[config.mk]
export PLATFORM = sky130hd
export DESIGN_NAME = prog_word_packer
export DESIGN_NICKNAME = d
export VERILOG_FILES = /design/src/rtl/prog_pkg.sv /design/src/rtl/prog_word_packer.sv
export SDC_FILE = /design/constraint.sdc
export NUM_CORES = 1
export LEC_CHECK = 0
export ABC_AREA = 1
export BUFFER_PORTS_ARGS = -buffer_cell sky130_fd_sc_hd__buf_2
export CAP_MARGIN = 20
export CORE_MARGIN = 2
export CORE_UTILIZATION = 43
export CTS_BUF_LIST = sky130_fd_sc_hd__clkbuf_8
export CTS_CLUSTER_DIAMETER = 200
export DETAILED_ROUTE_END_ITERATION = 10
export GPL_ROUTABILITY_DRIVEN = 0
export PLACE_DENSITY = 0.71
export SYNTH_ARGS = -nofsm -noshare
export SYNTH_HDL_FRONTEND = slang
export SYNTH_SLANG_ARGS = --single-unit
[constraint.sdc]
create_clock -name clk_i -period 2.7 [get_ports clk_i]
set_clock_uncertainty 0.05 [all_clocks]
set_input_delay 0.54 -clock clk_i [delete_from_list [all_inputs] [get_ports clk_i]]
set_output_delay 0.54 -clock clk_i [all_outputs]
set_load 0.05 [all_outputs]
[src/rtl/prog_pkg.sv]
// Shared types and helpers for the programming-path word packer.
package prog_pkg;

    localparam int unsigned WORD_W = 32;
    localparam int unsigned LANES  = 4;

    typedef enum logic [1:0] {
        StIdle,
        StCollect,
        StWrite,
        StDone
    } state_e;

    // Expand per-lane byte enables into a full-width bit mask.
    function automatic logic [WORD_W-1:0] be_to_mask(input logic [LANES-1:0] be);
        logic [WORD_W-1:0] mask;
        mask = '0;
        for (int unsigned i = 0; i < LANES; i++) begin
            mask[i*8 +: 8] = {8{be[i]}};
        end
        return mask;
    endfunction

endpackage

[src/rtl/prog_word_packer.sv]
// Packs receiver bytes into little-endian 32-bit instruction-memory writes.
// Optional feature: define PROG_CHECKSUM_EN to enable the per-session write checksum.
module prog_word_packer
    import prog_pkg::*;
#(
    parameter int unsigned BYTE_ADDR_W = 10
) (
    input  logic                     clk_i,
    input  logic                     rst_ni,
    input  logic                     session_i,
    input  logic                     we_i,
    input  logic [7:0]               data_i,
    input  logic [BYTE_ADDR_W-1:0]   byte_addr_i,
    output logic                     mem_req_o,
    input  logic                     mem_gnt_i,
    output logic [BYTE_ADDR_W-3:0]   mem_addr_o,
    output logic [WORD_W-1:0]        mem_wdata_o,
    output logic [LANES-1:0]         mem_be_o,
    output logic                     cpu_rst_no,
    output logic                     overflow_o,
    output logic [BYTE_ADDR_W-2:0]   words_o,
    output logic [WORD_W-1:0]        checksum_o
);

    localparam int unsigned WaW  = BYTE_ADDR_W - 2;
    localparam int unsigned CntW = BYTE_ADDR_W - 1;

    state_e                 state_q, state_d;
    logic                   we_q, session_q;
    logic [WORD_W-1:0]      pack_data_q, pack_data_d;
    logic [LANES-1:0]       pack_be_q, pack_be_d;
    logic [WaW-1:0]         pack_addr_q, pack_addr_d;
    logic                   skid_valid_q, skid_valid_d;
    logic [7:0]             skid_data_q, skid_data_d;
    logic [BYTE_ADDR_W-1:0] skid_addr_q, skid_addr_d;
    logic                   overflow_q, overflow_d;
    logic [CntW-1:0]        words_q, words_d;

    logic           capture, grant, start, addr_diff;
    logic [1:0]     cap_lane;
    logic [WaW-1:0] cap_waddr;

    assign capture   = we_i && !we_q && (state_q == StCollect || state_q == StWrite);
    assign cap_lane  = byte_addr_i[1:0];
    assign cap_waddr = byte_addr_i[BYTE_ADDR_W-1:2];
    assign addr_diff = (|pack_be_q) && (cap_waddr != pack_addr_q);
    assign grant     = (state_q == StWrite) && mem_gnt_i;
    assign start     = (state_q == StIdle) && session_i;

    always_comb begin
        state_d      = state_q;
        pack_data_d  = pack_data_q;
        pack_be_d    = pack_be_q;
        pack_addr_d  = pack_addr_q;
        skid_valid_d = skid_valid_q;
        skid_data_d  = skid_data_q;
        skid_addr_d  = skid_addr_q;
        overflow_d   = overflow_q;
        words_d      = words_q;

        unique case (state_q)
            StIdle: begin
                if (session_i) begin
                    state_d      = StCollect;
                    pack_data_d  = '0;
                    pack_be_d    = '0;
                    skid_valid_d = 1'b0;
                    overflow_d   = 1'b0;
                    words_d      = '0;
                end
            end
            StCollect: begin
                if (capture && addr_diff) begin
                    skid_valid_d = 1'b1;
                    skid_data_d  = data_i;
                    skid_addr_d  = byte_addr_i;
                    state_d      = StWrite;
                end else if (capture) begin
                    pack_data_d[{cap_lane, 3'b000} +: 8] = data_i;
                    pack_be_d[cap_lane]                  = 1'b1;
                    pack_addr_d                          = cap_waddr;
                    if (cap_lane == 2'd3 || !session_i) begin
                        state_d = StWrite;
                    end
                end else if ((|pack_be_q) && (pack_be_q[3] || !session_i)) begin
                    // Covers a full word or a session-end remainder left by the skid byte.
                    state_d = StWrite;
                end else if (!session_i && !session_q) begin
                    state_d = StDone;
                end
            end
            StWrite: begin
                if (capture && !grant) begin
                    if (skid_valid_q) begin
                        overflow_d = 1'b1;
                    end else begin
                        skid_valid_d = 1'b1;
                        skid_data_d  = data_i;
                        skid_addr_d  = byte_addr_i;
                    end
                end
                if (grant) begin
                    pack_data_d = '0;
                    pack_be_d   = '0;
                    words_d     = (&words_q) ? words_q : words_q + CntW'(1);
                    if (skid_valid_q) begin
                        pack_data_d[{skid_addr_q[1:0], 3'b000} +: 8] = skid_data_q;
                        pack_be_d[skid_addr_q[1:0]]                  = 1'b1;
                        pack_addr_d  = skid_addr_q[BYTE_ADDR_W-1:2];
                        skid_valid_d = 1'b0;
                        if (capture) begin
                            overflow_d = 1'b1;
                        end
                        state_d = StCollect;
                    end else if (capture) begin
                        pack_data_d[{cap_lane, 3'b000} +: 8] = data_i;
                        pack_be_d[cap_lane]                  = 1'b1;
                        pack_addr_d                          = cap_waddr;
                        state_d                              = StCollect;
                    end else begin
                        state_d = session_i ? StCollect : StDone;
                    end
                end
            end
            StDone: begin
                state_d = StIdle;
            end
        endcase
    end

    always_ff @(posedge clk_i or negedge rst_ni) begin
        if (!rst_ni) begin
            state_q      <= StIdle;
            we_q         <= 1'b0;
            session_q    <= 1'b0;
            pack_data_q  <= '0;
            pack_be_q    <= '0;
            pack_addr_q  <= '0;
            skid_valid_q <= 1'b0;
            skid_data_q  <= '0;
            skid_addr_q  <= '0;
            overflow_q   <= 1'b0;
            words_q      <= '0;
        end else begin
            state_q      <= state_d;
            we_q         <= we_i;
            session_q    <= session_i;
            pack_data_q  <= pack_data_d;
            pack_be_q    <= pack_be_d;
            pack_addr_q  <= pack_addr_d;
            skid_valid_q <= skid_valid_d;
            skid_data_q  <= skid_data_d;
            skid_addr_q  <= skid_addr_d;
            overflow_q   <= overflow_d;
            words_q      <= words_d;
        end
    end

`ifdef PROG_CHECKSUM_EN
    logic [WORD_W-1:0] checksum_q;

    always_ff @(posedge clk_i or negedge rst_ni) begin
        if (!rst_ni) begin
            checksum_q <= '0;
        end else if (start) begin
            checksum_q <= '0;
        end else if (grant) begin
            checksum_q <= checksum_q + (pack_data_q & be_to_mask(pack_be_q));
        end
    end

    assign checksum_o = checksum_q;
`else
    assign checksum_o = '0;
`endif

    assign mem_req_o   = (state_q == StWrite);
    assign mem_addr_o  = pack_addr_q;
    assign mem_wdata_o = pack_data_q;
    assign mem_be_o    = pack_be_q;
    assign cpu_rst_no  = !(state_q == StCollect || state_q == StWrite);
    assign overflow_o  = overflow_q;
    assign words_o     = words_q;

endmodule
Word-level counts from Yosys, hierarchy flattened
Index checks and enable logic that the tools add are counted.
{ "classes": {"n_addsub": 3, "mul": 0, "div_mod_pow": 0, "n_lt_le_gt_ge": 4, "eq_ne": 15, "n_shift": 4, "mux": 59, "bitwise_logic": 3, "n_reduce_logical": 31} }
{ "op_table": {"columns": ["op", "n"], "rows": [
  ["$mux 32", 6],
  ["$pmux 32 s3", 1],
  ["$and 32x32->32", 2],
  ["$shift 8x7->32 const A", 2],
  ["$shiftx 8x7->32", 2],
  ["$mux 8", 7],
  ["$bwmux 32", 1],
  ["$pmux 8 s2", 2],
  ["$mux 10", 3],
  ["$mux 9", 3],
  ["$mux 4", 6],
  ["$mux 2", 10],
  ["$pmux 10 s2", 1],
  ["$pmux 9 s2", 1],
  ["$neg 5->7", 2],
  ["$mux 1", 12],
  ["$ne 2x2->1 const B", 6],
  ["$pmux 4 s3", 1],
  ["$reduce_and 4->1", 3],
  ["$logic_and 1x1->1", 10],
  ["$add 9x1->9 const B", 1],
  ["$reduce_and 9->1", 1],
  ["$ne 8x8->1", 1],
  ["$pmux 2 s4", 1],
  ["other kinds (20)", 34]
]} }
{ "word_totals": {"register_bits": 77, "latchBits": 0, "ram_bits": 0, "rom_bits": 0, "in_bits": 23, "output_inout_bits": 88, "wordCells": 130, "mem_count": 0} }

Longest topological paths before layout
{ "logic_depth": {"depth_word": 9, "mapped_depth": 13, "depth_no_buf": 12} }

Worst setup path after synthesis
No wires, ideal clock.
{ "synth_timing": {"path_kind": "input-to-reg", "from": "input byte_addr_i[0]", "to": "register pack_data_q[5] (netlist: mem_wdata_o[5])", "setup_time_ps": 65, "arrival_ps": 2357, "t_required_ps": 2585, "path_slack_ps": 228, "path_stages": 13, "n_path_buf": 2, "path_cell_list": "buf_2 buf_1 inv_1 ha_1 inv_1 nand2_1 nor2_1 nand2_1 o21ai_0 nand2_1 a21oi_1 nand3_1 nand2_1"} }
{ "synth_via": {"elab_chain_len": 7, "word_cells_on_any_way": 11, "classes_between": "1 x add/sub; 2 x shift; 7 x mux; 1 x bitwise"} }
{ "synth_lines": {"columns": ["element", "line", "source"], "rows": [
  ["from (decl)", "prog_word_packer.sv:13", "input logic [BYTE_ADDR_W-1:0] byte_addr_i,"],
  ["$neg 5->7 (*)", "prog_word_packer.sv:79, prog_word_packer.sv:116", null],
  ["$shiftx 8x7->32 or $shift 8x7->32 (tied branches)", "prog_word_packer.sv:79, prog_word_packer.sv:116", null],
  ["$and 32x32->32 (no source line)", null, null],
  ["$mux 32", "prog_word_packer.sv:115", "end else if (capture) begin"],
  ["$mux 32", "prog_word_packer.sv:106", "if (skid_valid_q) begin"],
  ["$mux 32", "prog_word_packer.sv:102", "if (grant) begin"],
  ["$pmux 32 s3 (*)", "prog_word_packer.sv:61", "unique case (state_q)"],
  ["to (signal assigned)", "prog_word_packer.sv:148", "pack_data_q <= pack_data_d;"],
  ["to (decl)", "prog_word_packer.sv:30", "logic [WORD_W-1:0] pack_data_q, pack_data_d;"]
]} }
Mark *: on every way between the ends. The rest lies on a longest branch, timed or not. The select of a mux whose other input is x is not followed.
A chain may end at the register's enable or synchronous reset.

Worst setup path in the final report
{ "layout_timing": {"from": "register state_q[0]", "to": "output mem_req_o"} }
{ "layout_via": {"elab_chain_len": 1} }
{ "layout_lines": {"columns": ["element", "line", "source"], "rows": [
  ["from (decl)", "prog_word_packer.sv:28", "state_e state_q, state_d;"],
  ["from (signal assigned)", "prog_word_packer.sv:133", "state_q <= StIdle;"],
  ["from (signal assigned)", "prog_word_packer.sv:145", "state_q <= state_d;"],
  ["$eq 2x2->1", "prog_word_packer.sv:177", "assign mem_req_o = (state_q == StWrite);"],
  ["to (decl)", "prog_word_packer.sv:14", "output logic mem_req_o,"]
]} }
No other way between the ends.

==> impl_metrics.env <==
export IMPL_dr_pass1_iters=6
export IMPL_drv_slew=0
export IMPL_setup_violations=0
export IMPL_ys_warnings_count=0
export IMPL_multi_input_area_sq_um=3120
export IMPL_cts_tree="yes"
export IMPL_ctsResizeCount=0
export IMPL_fin_crit_sh=0.888
export IMPL_ant_nets=0
export IMPL_fillerInstances=1332
export IMPL_initial_core_util=0.446
export IMPL_cpMaxStageDelayCell="dfrtp_1"
export IMPL_status="finished clean"
export IMPL_arrival_ns=1.81
export IMPL_numCtsBuffers=9
export IMPL_synth_area_per_cell_sq_um=6.69
export IMPL_cts_max_path_buffers=2
export IMPL_clk_pin_slew_worst_paths_ns=0.08
export IMPL_placedCellCount=1071
export IMPL_slowest_delay_ns=0.46
export IMPL_fmax_ghz=0.417
export IMPL_seq_area_sq_um=1930
export IMPL_gr_usage_all_layers=0.230
export IMPL_synth_top_area_frac=0.340
export IMPL_cts_num_sinks=77
export IMPL_post_cts_buffers=0
export IMPL_fin_crit_ns=2.40
export IMPL_cts_root_buf="clkbuf_8"
export IMPL_ios=111
export IMPL_crit_family="buffers and inverters"
export IMPL_port_buffers=78
export IMPL_grt_max_degree=44
export IMPL_die_w_microns=119
export IMPL_worst_skew_pair_late_latency_ns=0.38
export IMPL_synth_area_leaders="dfrtp_1, nand2_1, nand3_1, o21ai_0, inv_1"
export IMPL_rsz0062_at_grt="no"
export IMPL_via_per_inst=5.27
export IMPL_pwr_density_cell_nw_per_um2=1020
export IMPL_critPathBufInv=3
export IMPL_cellLeakagePower_nw=3.24
export IMPL_rows=41
export IMPL_cp_cell_sequence="inv_1 > ha_1 > buf_4 > buf_2"
export IMPL_drive_above_1_share=0.136
export IMPL_grt_pass1_vias=5156
export IMPL_wirelength_microns=15800
export IMPL_synth_cell_types=34
export IMPL_start_kind="flip-flop"
export IMPL_stdcell_count=1087
export IMPL_via_count=5731
export IMPL_reg2reg_setup_slack_ns=0.37
export IMPL_antenna_found_initial=0
export IMPL_coreArea_sq_um=12700
export IMPL_worstMarginPinSlew_ns=0.733
export IMPL_seq_area_frac_synth=0.340
export IMPL_die_h_microns=119
export IMPL_r2r_end="mem_wdata_o[24]"
export IMPL_grt_overflow_total=0
export IMPL_hold_viol=0
export IMPL_wl_per_cell_microns=14.6
export IMPL_nNetsFinal=952
export IMPL_area_growth_pct=11.3
export IMPL_final_setup_tns_ns=0
export IMPL_grt_pass1_wl_microns=26400
export IMPL_r2r_start="state_q[0]"
export IMPL_syn_area_sq_um=5670
export IMPL_vdd_drop_max_mv=0.469
export IMPL_drc=0
export IMPL_dp_hpwl_microns=11000
export IMPL_dieArea_sq_um=14100
export IMPL_cap_violations=0
export IMPL_hold_buffers=0
export IMPL_num_antenna_cells=0
export IMPL_synth_cells=848
export IMPL_rr_worst_depth=10
export IMPL_holdCritPathClass="input port to asynchronous set/reset pin"
export IMPL_relSlewSlack=0.510
export IMPL_yosys_area_top_type="dfrtp_1"
export IMPL_end_kind="output port"
export IMPL_cp_required_ns=2.11
export IMPL_synth_seq_cells=77
export IMPL_cp_max_fo=8
export IMPL_htreeDepth=3
export IMPL_drt_initial_drc_count=611
export IMPL_worstSetupPathType="flip-flop to output port"
-- layout make-up --
type | count | area share
Timing Repair Buffer | 98 | 0.0880
Multi-Input combinational cell | 653 | 0.494
Tap cell | 172 | 0.0341
Clock inverter | 5 | 0.0117
Clock buffer | 11 | 0.0240
Inverter | 71 | 0.0430
Sequential cell | 77 | 0.305
-- routing by layer --
metal / global-route usage / wire length [microns] / vias to the layer above
li1: - / - / 2832
met1: 0.328 / 7270 / 2628
met2: 0.344 / 7100 / 243
met3: 0.0489 / 1150 / 28
met4: 0.0804 / 308 / 0
met5: 0 / 0 / -
-- state kept, by name, summed over array words and instances (netlist names), 2 cells and up --
name and cells:
mem_addr_o 8, mem_be_o 4, mem_wdata_o 32, skid_addr_q 10
skid_data_q 8, state_q 2, words_o 9
-- logic make-up (layout without fill, tap and decap cells) --
kind of cell	after synthesis	in the layout	synth area share
buf+inv	149	185	0.131
xor+xnor	6	6	0.00927
flops	77	77	0.340
other cells	1	32	0.000661
simple gates	448	448	0.335
fa+ha+maj	19	19	0.0419
compound gates	148	148	0.142
-- through the flow --
| stage | total power, W | hold slack (ns) | worst slack [ns] | area, sq um | utilization |
|---|---|---|---|---|---|
| 6_report | 0.00643 | 0.0493 | 0.301 | 6310 | 0.496 |
| 5_1_grt | 0.00692 | 0.0801 | 0.159 | 6310 | 0.496 |
| 4_1_cts | 0.00645 | 0.0618 | 0.272 | 6310 | 0.496 |
| 3_5_place_dp | 0.00543 | 0.414 | 0.177 | 6080 | 0.478 |
| 3_3_place_gp | 0.00540 | 0.408 | 0.229 | 6080 | 0.478 |
| 2_1_floorplan | 0.00453 | 0.194 | 0.228 | 5790 | - |
-- report_power, final --
group / internal (W) / switching [W] / total [W]
combinational: 0.000897 / 0.00280 / 0.00369
sequential: 0.00145 / 0.000277 / 0.00172
clock: 0.000565 / 0.000451 / 0.00102
total: 0.00291 / 0.00352 / 0.00643
-- worst max path at each step --
stage | startpoint | end | slack, ns | cells after the start
detailed placement | byte_addr_i[1] | mem_wdata_o[13] | 0.18 | 11
global route | state_q[0] | mem_wdata_o[24] | 0.16 | 10
finish | state_q[0] | mem_req_o | 0.30 | 4
global placement | byte_addr_i[1] | mem_wdata_o[9] | 0.23 | 11
floorplan | byte_addr_i[0] | mem_wdata_o[5] | 0.23 | 13
CTS | state_q[0] | mem_req_o | 0.27 | 4
-- synth_stat cells --
library cell,count
inv_2,1
o32ai_4,1
nor2_2,2
xor2_1,3
o211ai_1,4
o31ai_1,1
o41ai_1,1
buf_2,20
o21ai_0,83
nor3_1,3
buf_6,4
buf_4,33
conb_1,1
inv_1,69
ha_1,19
dfrtp_1,77
xnor2_1,3
clkbuf_1,18
clkinv_4,1
nand2_4,1
nand2_1,282
nor3b_1,1
nand3_1,118
buf_1,3
o21a_1,1
nor3_2,1
a21oi_1,38
o22ai_1,8
nor2_1,23
o2111ai_1,1
nand2_2,4
nand4_1,13
o21ai_1,1
a31oi_1,9
-- cells in the final DEF (no fill, tap or decap), types with 2 or more instances in the layout --
cell | synthesis | routed
nand2_1 | 282 | 282
nand3_1 | 118 | 118
o21ai_0 | 83 | 83
buf_2 | 20 | 77
dfrtp_1 | 77 | 77
inv_1 | 69 | 70
a21oi_1 | 38 | 38
conb_1 | 1 | 32
nor2_1 | 23 | 23
buf_4 | 33 | 20
ha_1 | 19 | 19
nand4_1 | 13 | 13
clkbuf_8 | 0 | 11
a31oi_1 | 9 | 9
o22ai_1 | 8 | 8
nand2_2 | 4 | 4
o211ai_1 | 4 | 4
nor3_1 | 3 | 3
xnor2_1 | 3 | 3
xor2_1 | 3 | 3
nor2_2 | 2 | 2
clkinv_2 | 0 | 2
bufinv_16 | 0 | 2
Note: power is estimated with default switching activity, not from simulation.
